<file path="config.mk">
export PLATFORM = sky130hd
export DESIGN_NAME = ltc2195_frame_aligner
export DESIGN_NICKNAME = d
export VERILOG_FILES = /design/src/rtl/ltc2195_frame_aligner.sv
export SDC_FILE = /design/constraint.sdc
export NUM_CORES = 1
export LEC_CHECK = 0
export ABC_AREA = 1
export BUFFER_PORTS_ARGS = -buffer_cell sky130_fd_sc_hd__buf_2
export CAP_MARGIN = 20
export CORE_UTILIZATION = 40
export CTS_CLUSTER_DIAMETER = 80
export DETAILED_ROUTE_END_ITERATION = 16
export PLACE_DENSITY = 0.68
export SETUP_SLACK_MARGIN = 0.1
export SLEW_MARGIN = 0
export SYNTH_ARGS = -nofsm -noshare
export SYNTH_HDL_FRONTEND = slang
export SYNTH_SLANG_ARGS = --single-unit
</file>
<file path="constraint.sdc">
create_clock -name DCO_2D -period 2.5 [get_ports DCO_2D]
set_clock_uncertainty 0.2 [all_clocks]
set_input_delay 0.625 -clock DCO_2D [delete_from_list [all_inputs] [get_ports DCO_2D]]
set_output_delay 0.625 -clock DCO_2D [all_outputs]
set_load 0.005 [all_outputs]
</file>
<file path="src/rtl/ltc2195_frame_aligner.sv">
// LTC2195 frame-lane link trainer: sweeps the shared IDELAY tap for the widest
// stable eye, parks at its centre, then bitslips until FR_out shows the frame pattern.
module ltc2195_frame_aligner #(
    parameter logic [3:0] FRAME_PATTERN = 4'b0011,
    parameter int         SETTLE_CYCLES = 16,
    parameter int         CHECK_CYCLES  = 64,
    parameter int         MIN_WINDOW    = 4,
    parameter int         MAX_SLIPS     = 4,
    parameter int         ERR_LIMIT     = 8,
    parameter bit         AUTO_REALIGN  = 1'b1
) (
    input  logic       DCO_2D,
    input  logic       rst_n_in,
    input  logic       start,
    input  logic       idelay_rdy,
    input  logic [3:0] FR_out,
    output logic [4:0] delay_val,
    output logic       bitslip,
    output logic       busy,
    output logic       aligned,
    output logic       fail,
    output logic [4:0] window_start,
    output logic [5:0] window_len
);

    localparam int SET_W  = $clog2(SETTLE_CYCLES + 1);
    localparam int CHK_W  = $clog2(CHECK_CYCLES + 1);
    localparam int SLIP_W = $clog2(MAX_SLIPS + 1);
    localparam int ERR_W  = $clog2(ERR_LIMIT + 1);

    typedef enum logic [3:0] {
        S_IDLE, S_WAIT_RDY, S_SETTLE, S_CHECK, S_NEXT_TAP,
        S_CENTER, S_SLIP_CHECK, S_LOCKED, S_FAIL
    } state_t;

    state_t            state_q, state_d;
    state_t            ret_q, ret_d;
    logic              rdy_meta_q, rdy_s_q;
    logic [4:0]        delay_q, delay_d;
    logic [SET_W-1:0]  settle_cnt_q, settle_cnt_d;
    logic [CHK_W-1:0]  check_cnt_q, check_cnt_d;
    logic [SLIP_W-1:0] slip_cnt_q, slip_cnt_d;
    logic [ERR_W-1:0]  err_cnt_q, err_cnt_d;
    logic [3:0]        cap_q, cap_d;
    logic [4:0]        run_start_q, run_start_d;
    logic [5:0]        run_len_q, run_len_d;
    logic [4:0]        best_start_q, best_start_d;
    logic [5:0]        best_len_q, best_len_d;
    logic [4:0]        win_start_q, win_start_d;
    logic [5:0]        win_len_q, win_len_d;

    logic [7:0] pat2;
    logic [3:0] rot_match;
    logic [5:0] win_len_m1;
    logic       word_ok;
    logic       tap_done;
    logic       tap_good;

    // A tap can only be good if its word is some rotation of the frame pattern.
    assign pat2 = {FRAME_PATTERN, FRAME_PATTERN};
    for (genvar gi = 0; gi < 4; gi++) begin : g_rot
        assign rot_match[gi] = (FR_out == pat2[gi +: 4]);
    end

    assign win_len_m1 = win_len_q - 6'd1;

    assign delay_val    = delay_q;
    assign window_start = win_start_q;
    assign window_len   = win_len_q;
    assign busy    = (state_q == S_WAIT_RDY) || (state_q == S_SETTLE) || (state_q == S_CHECK) ||
                     (state_q == S_NEXT_TAP) || (state_q == S_CENTER) || (state_q == S_SLIP_CHECK);
    assign aligned = (state_q == S_LOCKED);
    assign fail    = (state_q == S_FAIL);

    always_ff @(posedge DCO_2D or negedge rst_n_in) begin
        if (!rst_n_in) begin
            state_q      <= S_IDLE;
            ret_q        <= S_IDLE;
            rdy_meta_q   <= 1'b0;
            rdy_s_q      <= 1'b0;
            delay_q      <= '0;
            settle_cnt_q <= '0;
            check_cnt_q  <= '0;
            slip_cnt_q   <= '0;
            err_cnt_q    <= '0;
            cap_q        <= '0;
            run_start_q  <= '0;
            run_len_q    <= '0;
            best_start_q <= '0;
            best_len_q   <= '0;
            win_start_q  <= '0;
            win_len_q    <= '0;
        end else begin
            state_q      <= state_d;
            ret_q        <= ret_d;
            rdy_meta_q   <= idelay_rdy;
            rdy_s_q      <= rdy_meta_q;
            delay_q      <= delay_d;
            settle_cnt_q <= settle_cnt_d;
            check_cnt_q  <= check_cnt_d;
            slip_cnt_q   <= slip_cnt_d;
            err_cnt_q    <= err_cnt_d;
            cap_q        <= cap_d;
            run_start_q  <= run_start_d;
            run_len_q    <= run_len_d;
            best_start_q <= best_start_d;
            best_len_q   <= best_len_d;
            win_start_q  <= win_start_d;
            win_len_q    <= win_len_d;
        end
    end

    always_comb begin
        state_d      = state_q;
        ret_d        = ret_q;
        delay_d      = delay_q;
        settle_cnt_d = '0;
        check_cnt_d  = '0;
        slip_cnt_d   = slip_cnt_q;
        err_cnt_d    = '0;
        cap_d        = cap_q;
        run_start_d  = run_start_q;
        run_len_d    = run_len_q;
        best_start_d = best_start_q;
        best_len_d   = best_len_q;
        win_start_d  = win_start_q;
        win_len_d    = win_len_q;
        bitslip      = 1'b0;
        word_ok      = 1'b0;
        tap_done     = 1'b0;
        tap_good     = 1'b0;

        case (state_q)
            S_IDLE: begin
                if (start) state_d = S_WAIT_RDY;
            end
            S_WAIT_RDY: begin
                if (rdy_s_q) begin
                    state_d = S_SETTLE;
                    ret_d   = S_CHECK;
                end
            end
            S_SETTLE: begin
                if (settle_cnt_q == SET_W'(SETTLE_CYCLES - 1)) state_d = ret_q;
                else settle_cnt_d = settle_cnt_q + SET_W'(1);
            end
            S_CHECK: begin
                word_ok = (check_cnt_q == '0) ? (|rot_match) : (FR_out == cap_q);
                if (check_cnt_q == '0) cap_d = FR_out;
                if (!word_ok) begin
                    tap_done = 1'b1;
                end else if (check_cnt_q == CHK_W'(CHECK_CYCLES - 1)) begin
                    tap_done = 1'b1;
                    tap_good = 1'b1;
                end else begin
                    check_cnt_d = check_cnt_q + CHK_W'(1);
                end
                if (tap_done) begin
                    state_d = S_NEXT_TAP;
                    if (tap_good) begin
                        if (run_len_q == '0) run_start_d = delay_q;
                        run_len_d = run_len_q + 6'd1;
                    end else begin
                        // Strictly longer only, so ties keep the lowest-start window.
                        if (run_len_q > best_len_q) begin
                            best_start_d = run_start_q;
                            best_len_d   = run_len_q;
                        end
                        run_len_d = '0;
                    end
                end
            end
            S_NEXT_TAP: begin
                if (delay_q != 5'd31) begin
                    delay_d = delay_q + 5'd1;
                    state_d = S_SETTLE;
                    ret_d   = S_CHECK;
                end else begin
                    if (run_len_q > best_len_q) begin
                        win_start_d = run_start_q;
                        win_len_d   = run_len_q;
                    end else begin
                        win_start_d = best_start_q;
                        win_len_d   = best_len_q;
                    end
                    state_d = S_CENTER;
                end
            end
            S_CENTER: begin
                if (win_len_q < 6'(MIN_WINDOW)) begin
                    state_d = S_FAIL;
                end else begin
                    delay_d    = win_start_q + win_len_m1[5:1];
                    slip_cnt_d = '0;
                    state_d    = S_SETTLE;
                    ret_d      = S_SLIP_CHECK;
                end
            end
            S_SLIP_CHECK: begin
                if (FR_out == FRAME_PATTERN) begin
                    state_d = S_LOCKED;
                end else if (slip_cnt_q == SLIP_W'(MAX_SLIPS)) begin
                    state_d = S_FAIL;
                end else begin
                    bitslip    = 1'b1;
                    slip_cnt_d = slip_cnt_q + SLIP_W'(1);
                    state_d    = S_SETTLE;
                    ret_d      = S_SLIP_CHECK;
                end
            end
            S_LOCKED: begin
                if (start) begin
                    state_d = S_WAIT_RDY;
                end else if (FR_out != FRAME_PATTERN) begin
                    if (err_cnt_q == ERR_W'(ERR_LIMIT - 1)) state_d = AUTO_REALIGN ? S_WAIT_RDY : S_FAIL;
                    else err_cnt_d = err_cnt_q + ERR_W'(1);
                end
            end
            S_FAIL: begin
                if (start) state_d = S_WAIT_RDY;
            end
            default: state_d = S_IDLE;
        endcase

        // Losing IDELAYCTRL ready mid-training invalidates every tap measured so far.
        if (busy && (state_q != S_WAIT_RDY) && !rdy_s_q) begin
            state_d = S_WAIT_RDY;
            bitslip = 1'b0;
        end

        if (state_d == S_WAIT_RDY) begin
            delay_d      = '0;
            slip_cnt_d   = '0;
            err_cnt_d    = '0;
            cap_d        = '0;
            run_start_d  = '0;
            run_len_d    = '0;
            best_start_d = '0;
            best_len_d   = '0;
            win_start_d  = '0;
            win_len_d    = '0;
        end
    end

endmodule

</file>
==> reports/metrics.yaml, run 1 <==
status: "finished with violations"
violations: "negative setup slack"
end_kind: "primary output"
synth_edf_count: 0
grt_first_pass_wirelength_mm: 16.8
n_antenna_cell: 0
drive_gt1_share_pct: 24.9
period_needed_ns: 2.71
die_x_um: 106
final_max_slew_viol_count: 0
clock_sinks: 70
drc: 0
synth_area_leaders: "dfrtp_1 (41%), nand2_1 (10%), ha_1 (6.1%), nand3_1 (5.8%), inv_1 (5.2%)"
syn_area_per_cell_sq_um: 8.00
firstDrtPassIters: 5
synth_cells: 536
wl_met3_um: 461
via_count: 3801
final_cells: 743
synthFlopType: "dfrtp_1"
dp.cells: 717
core_sq_mm: 0.0104
clk_latency_ns: 0.36
gp_congestion: 0.870
htree_levels: 3
syn_nets: 566
met1Wirelength_mm: 4.43
worstHoldPathType: "input pin to asynchronous set/reset pin"
synthTopCellsByCount: "nand2_1 (115), dfrtp_1 (70), inv_1 (59)"
antenna_found_initial: 0
dp_hpwl_mm: 7.14
cts_tree: "yes"
initial_core_util_pct: 41.3
maxCapViolCount: 0
synth_most_common_cell: "nand2_1"
pwr_density_cell_mw_per_mm2: 864
cp_top_family: "simple AND/OR/NAND/NOR gates"
crit_required_ns: 1.67
worst_slew_pin_slew_ns: 0.464
seq_area_sq_mm: 0.00175
synth_async_sr_flop_share_pct: 100
nets: 632
clk_pin_slew_worst_paths_ns: 0.07
multi_input_comb_area_sq_mm: 0.00228
cts_buffers: 9
slowest_delay_ns: 0.49
wl_met2_mm: 4.86
grt_max_degree: 71
root_buffer: "clkbuf_8"
die_area_sq_mm: 0.0111
fmax_mhz: 369
io_buffers: 27
n_fill_cell: 954
crit_type: "flip-flop to primary output"
grt.total_usage_pct: 18.9
areaGrowthSynthToFinish_pct: 21.8
yosysUniqueCellTypes: 39
cp.arrival_ns: 1.89
finalCritPeriodShare_pct: 108
cp_slowest_cell: "dfrtp_2"
synth_area_sq_mm: 0.00429
setup.worst_path.start_class: "flip-flop"
rsz0062_at_grt: "true"
cts_hold_buf: 0
dieHeight_um: 106
io_pins: 28
slew_headroom_pct: 69.0
worst_slack_ns: -0.210
drt_iter0_markers: 209
hold_violations: 0
synth_warnings: 0
synth.top_cell.area_share_pct: 40.9
cp_num_buf_inv: 1
overflow: 0
synth_top_area_cell: "dfrtp_1"
peakVddDrop_mv: 0.381
ant_nets: 0
routed_wl_mm: 10.0
grt_pass1_vias: 3755
ys_ff_latch: 70
top_layer: "met4"
r2r_slack_ns: 0.09
holdWs_ns: 0.0674
ys_seq_area_share_pct: 40.9
crit_path_cell_trace: "nor2_4 -> nand2_2 -> nand2_1 -> nand2_1 -> nor2_2 -> nand3_4 -> nor3_4 -> nand2_2 -> nor2_1 -> buf_2"
finalSetupViolCount: 1
row_count: 37
cellLeakagePower_nw: 2.59
pre_cts_slack_ns: -0.0218
final_core_util_pct: 50.4
clk_path_buf_depth: 2
viasPerCell: 5.12
crit_fanout: 5
wl_per_cell_um: 13.5
timing repair:
| action | CTS | global route |
|---|---|---|
| pin swaps | 8 | 0 |
| buffers inserted | 4 | 3 |
| endpoints found under the setup margin | 2 | 49 |
| gates resized for setup | 20 | 16 |
| cloned | 0 | 3 |
final timing paths:
kind                                 startpoint                        end  cells past startpoint
setup / recovery           state_q[1]$_DFF_PN0_                    bitslip                     10
setup reg to reg           state_q[0]$_DFF_PN0_  window_len[0]$_DFFE_PN0P_                     15
hold reg to reg            rdy_meta_q$_DFF_PN0_          rdy_s_q$_DFF_PN0_                      0
hold / removal                         rst_n_in  best_len_q[1]$_DFFE_PN0P_                      2
min in group DCO_2D        rdy_meta_q$_DFF_PN0_          rdy_s_q$_DFF_PN0_                      0
max in group asynchronous              rst_n_in       state_q[2]$_DFF_PN0_                      2
cells by family after synthesis:
kind of cell / count (synthesis) / synth area share [%]
compound gates: 76 / 11.4
flops: 70 / 40.9
simple gates: 266 / 29.0
fa+ha+maj: 22 / 6.60
xor+xnor: 19 / 3.88
buf+inv: 83 / 8.29
area by class of cell:
| class | instances | share of cell area [%] |
|---|---|---|
| multi-input combinational | 383 | 43.6 |
| sequential | 70 | 33.6 |
| timing repair buffer | 70 | 10.5 |
| inverter | 68 | 4.98 |
| tap | 136 | 3.26 |
| clock buffer | 10 | 2.44 |
| clock inverter | 6 | 1.65 |
where the power goes:
group          switching, W  total (W)  internal (W)  leakage, nW
sequential        0.0000744    0.00130       0.00122        0.953
combinational       0.00132    0.00222      0.000904         1.53
clock              0.000438   0.000998      0.000560        0.106
state kept, by name, indices dropped and copies added (netlist names), 4 cells and up:
name          flops
window_len        6
best_len_q        6
err_cnt_q         4
check_cnt_q       7
run_len_q         6
best_start_q      5
window_start      5
state_q           4
settle_cnt_q      5
delay_val         5
cap_q             4
run_start_q       5
worst register-to-register path: cells and delay by family, from the launching register on:
kind	cells	cell delay, ns
buffers and inverters	5	0.67
DFF	1	0.40
and+or+nand+nor	9	0.94
AOI/OAI and AO/OA	1	0.07
per-layer routing:
layer,GRT usage (%),vias to the layer above
met2,32.0,89
li1,-,1899
met1,22.5,1787
met3,3.83,26
met5,0,-
met4,9.82,0
metrics by stage:
step	cell area (sq um)	power, W	TNS (ns)
floorplan	4300	0.00257	0
global placement	4780	0.00291	0
detailed placement	4780	0.00294	-0.0218
CTS	5080	0.00407	-0.194
global route	5220	0.00480	-0.488
finish	5220	0.00451	-0.210
cell usage in the layout (no fill, tap or decap), types with 3 or more instances in the layout:
| cell type | n |
|---|---|
| xnor2_1 | 7 |
| buf_12 | 3 |
| o21a_1 | 3 |
| xor2_1 | 12 |
| nor2_1 | 51 |
| dfrtp_1 | 68 |
| nand2_2 | 13 |
| ha_1 | 18 |
| buf_4 | 37 |
| nand2_1 | 108 |
| nand2_4 | 4 |
| inv_2 | 10 |
| clkbuf_8 | 9 |
| buf_2 | 27 |
| nor2_4 | 5 |
| nor2_2 | 3 |
| a21oi_1 | 22 |
| o211ai_1 | 3 |
| nand4_1 | 16 |
| nor3_1 | 5 |
| o21ai_0 | 17 |
| o21ai_1 | 14 |
| o211ai_2 | 11 |
| inv_1 | 55 |
| ha_2 | 3 |
| nand3_1 | 48 |
| clkbuf_16 | 3 |
Note: power is estimated with default switching activity, not from simulation.
==> inputs of run 2 (changes only) <==
--- a/config.mk
+++ b/config.mk
@@ -8,10 +8,12 @@
 export ABC_AREA = 1
 export BUFFER_PORTS_ARGS = -buffer_cell sky130_fd_sc_hd__buf_2
 export CAP_MARGIN = 20
-export CORE_UTILIZATION = 40
+export CORE_ASPECT_RATIO = 0.8
+export CORE_UTILIZATION = 30
 export CTS_CLUSTER_DIAMETER = 80
 export DETAILED_ROUTE_END_ITERATION = 16
-export PLACE_DENSITY = 0.68
+export PLACE_DENSITY = 0.56
+export RECOVER_POWER = 25
 export SETUP_SLACK_MARGIN = 0.1
 export SLEW_MARGIN = 0
 export SYNTH_ARGS = -nofsm -noshare
==> run 2 against run 1 <==
  * The flow finishes with violations (max-capacitance violations, max-slew violations, negative setup slack)
  * First-iteration DRC count rose by 18%
  * Non-clock buffer count is 9 higher
  * Combinational power up 2%
  * Clock-buffer cell count did not move
  * Register-to-register slack worse by 0.04 ns
  * Setup slack got worse by 0.016 ns
  * Global-route usage decreased by 3.3 points
  * Sequential power about the same
  * Utilization shrank 11 points
  * Final cell count increased by 7.0%
==> reports/metrics.yaml, run 2 (synthesis gave the netlist of run 1 again) <==
clock_sinks: 70  # unchanged
n_antenna_cell: 0  # unchanged
final_core_util_pct: 39.5  # was 50.4%
die_area_sq_mm: 0.0148  # was 0.0111 sq mm
hold_violations: 0  # unchanged
ant_nets: 0  # unchanged
r2r-end: "slip_cnt_q[0]$_DFFE_PN0P_"  # was window_len[0]$_DFFE_PN0P_
cts_tree: "yes"  # unchanged
initial_core_util_pct: 31.2  # was 41.3%
viasPerCell: 4.83  # was 5.12
holdWs_ns: 0.146  # was 0.0674 ns
r2r_slack_ns: 0.05  # was 0.09 ns
firstDrtPassIters: 4  # was 5
finalPower_w: 0.00484  # was 0.00451 W
finalSetupViolCount: 1  # unchanged
setup.worst_path.start_class: "flip-flop"  # unchanged
overflow: 0  # unchanged
period_needed_ns: 2.73  # was 2.71 ns
cp.arrival_ns: 1.90  # was 1.89 ns
dieHeight_um: 109  # was 106 um
areaGrowthSynthToFinish_pct: 26.5  # was 21.8%
critPathCapture: "bitslip"  # unchanged
wl_per_cell_um: 13.8  # was 13.5 um
postPlaceCellArea_sq_mm: 0.00487  # was 0.00478 sq mm
startpoint: "state_q[0]$_DFF_PN0_"  # was state_q[1]$_DFF_PN0_
peakVddDrop_mv: 0.421  # was 0.381 mV
core_sq_mm: 0.0137  # was 0.0104 sq mm
nets: 641  # was 632
clk_pin_slew_worst_paths_ns: 0.05  # was 0.07 ns
antenna_found_initial: 0  # unchanged
largest_reg_flops: 7  # unchanged
n_fill_cell: 1373  # was 954
via_count: 3839  # was 3801
final_max_slew_viol_count: 71  # was 0
dp_hpwl_mm: 7.74  # was 7.14 mm
violations: "max-capacitance violations, max-slew violations, negative setup slack"  # was negative setup slack
drc: 0  # unchanged
final_common_cell: "nand2_1"  # unchanged
fmax_mhz: 367  # was 369 MHz
worstHoldPathType: "flip-flop to flip-flop"  # was input pin to asynchronous set/reset pin
end_kind: "primary output"  # unchanged
io_pins: 28  # unchanged
grt_first_pass_wirelength_mm: 17.9  # was 16.8 mm
root_buffer: "clkbuf_16"  # was clkbuf_8
io_buffers: 27  # unchanged
slew_headroom_pct: -19.0  # was 69.0%
drt_iter0_markers: 246  # was 209
worst_slew_pin_slew_ns: 1.79  # was 0.464 ns
routed_wl_mm: 10.9  # was 10.0 mm
cts_buffers: 9  # unchanged
cellLeakagePower_nw: 2.67  # was 2.59 nW
regMostFlops: "check_cnt_q"  # unchanged
clk_latency_ns: 0.34  # was 0.36 ns
pre_cts_slack_ns: -0.0485  # was -0.0218 ns
worst_slack_ns: -0.226  # was -0.210 ns
row_count: 38  # was 37
gp_congestion: 0.891  # was 0.870
r2r_cells: 18  # was 15
final_area_sq_mm: 0.00542  # was 0.00522 sq mm
grt_pass1_vias: 3729  # was 3755
grt_max_degree: 71  # unchanged
grt.total_usage_pct: 15.6  # was 18.9%
drive_gt1_share_pct: 25.7  # was 24.9%
crit_fanout: 4  # was 5
rsz0062_at_grt: "true"  # unchanged
maxCapViolCount: 1  # was 0
htree_levels: 3  # unchanged
crit_type: "flip-flop to primary output"  # unchanged
finalCritPeriodShare_pct: 109  # was 108%
r2r_start: "state_q[0]$_DFF_PN0_"  # unchanged
crit_required_ns: 1.67  # about the same
layout_common_cells: "nand2_1 (109), dfrtp_1 (68), inv_1 (55)"  # was nand2_1 (108), dfrtp_1 (68), inv_1 (55)
die_x_um: 136  # was 106 um
pwr_density_cell_mw_per_mm2: 891  # was 864 mW/mm^2
clk_path_buf_depth: 2  # unchanged
status: "finished with violations"  # unchanged
run 2: power by group:
| part | leakage (nW) | switching [W] | internal [W] |
|---|---|---|---|
| combinational | 1.57 | 0.00135 | 0.000915 |
| sequential | 0.953 | 0.0000733 | 0.00122 |
| clock | 0.148 | 0.000486 | 0.000786 |
| total | 2.67 | 0.00191 | 0.00292 |
run 2: metal layers:
| layer | global-route usage (%) | part of all wire [%] | vias up |
|---|---|---|---|
| li1 | - | - | 1909 |
| met1 | 21.4 | 50 | 1845 |
| met2 | 24.3 | 44 | 74 |
| met3 | 3.07 | 4.3 | 11 |
| met4 | 5.46 | 1.4 | 0 |
| met5 | 0 | 0 | - |
run 2: area by class of cell:
cell class | instances | area (sq um) | area share, %
Timing Repair Buffer | 79 | 623 | 11.5
Clock buffer | 10 | 239 | 4.41
Tap cell | 180 | 225 | 4.15
Multi-Input combinational cell | 383 | 2270 | 41.9
Sequential cell | 70 | 1750 | 32.3
Clock inverter | 5 | 50.0 | 0.923
Inverter | 68 | 260 | 4.80
run 2: critical path: stages (launching register included):
cell	delay, ns
dfrtp_1	0.39
inv_2	0.11
nor2_4	0.06
buf_4	0.14
nand2_2	0.07
o21ai_2	0.07
nor2_2	0.13
nand3_4	0.10
nor3_4	0.13
nand2_1	0.11
nor2_2	0.13
buf_2	0.12
run 2: worst min-delay path by stage:
| stage | slack, ns | from | to | cells past startpoint |
|---|---|---|---|---|
| 2_1_floorplan | 0.13 | rst_n_in | best_len_q[0]$_DFFE_PN0P_ | 0 |
| 6_report | 0.15 | rdy_meta_q$_DFF_PN0_ | rdy_s_q$_DFF_PN0_ | 0 |
| 3_3_place_gp | 0.13 | rdy_meta_q$_DFF_PN0_ | rdy_s_q$_DFF_PN0_ | 0 |
| 3_5_place_dp | 0.14 | rdy_meta_q$_DFF_PN0_ | rdy_s_q$_DFF_PN0_ | 0 |
| 4_1_cts | 0.12 | rst_n_in | err_cnt_q[1]$_DFF_PN0_ | 2 |
| 5_1_grt | 0.16 | rdy_meta_q$_DFF_PN0_ | rdy_s_q$_DFF_PN0_ | 0 |
run 2: repair_timing:
item,4_1_cts,5_1_grt
pin swaps,10,4
endpoints found under the setup margin,6,49
setup buffers,12,3
gates cloned,0,3
gates resized for setup,21,16
hold buffers,0,0
run 2: metrics by stage:
| step | TNS [ns] | std cells |
|---|---|---|
| after floorplan | 0 | 536 |
| after global placement | -0.0196 | 763 |
| after detailed placement | -0.0886 | 763 |
| after CTS | -0.222 | 789 |
| after global routing | -2.01 | 795 |
| final | -0.226 | 795 |
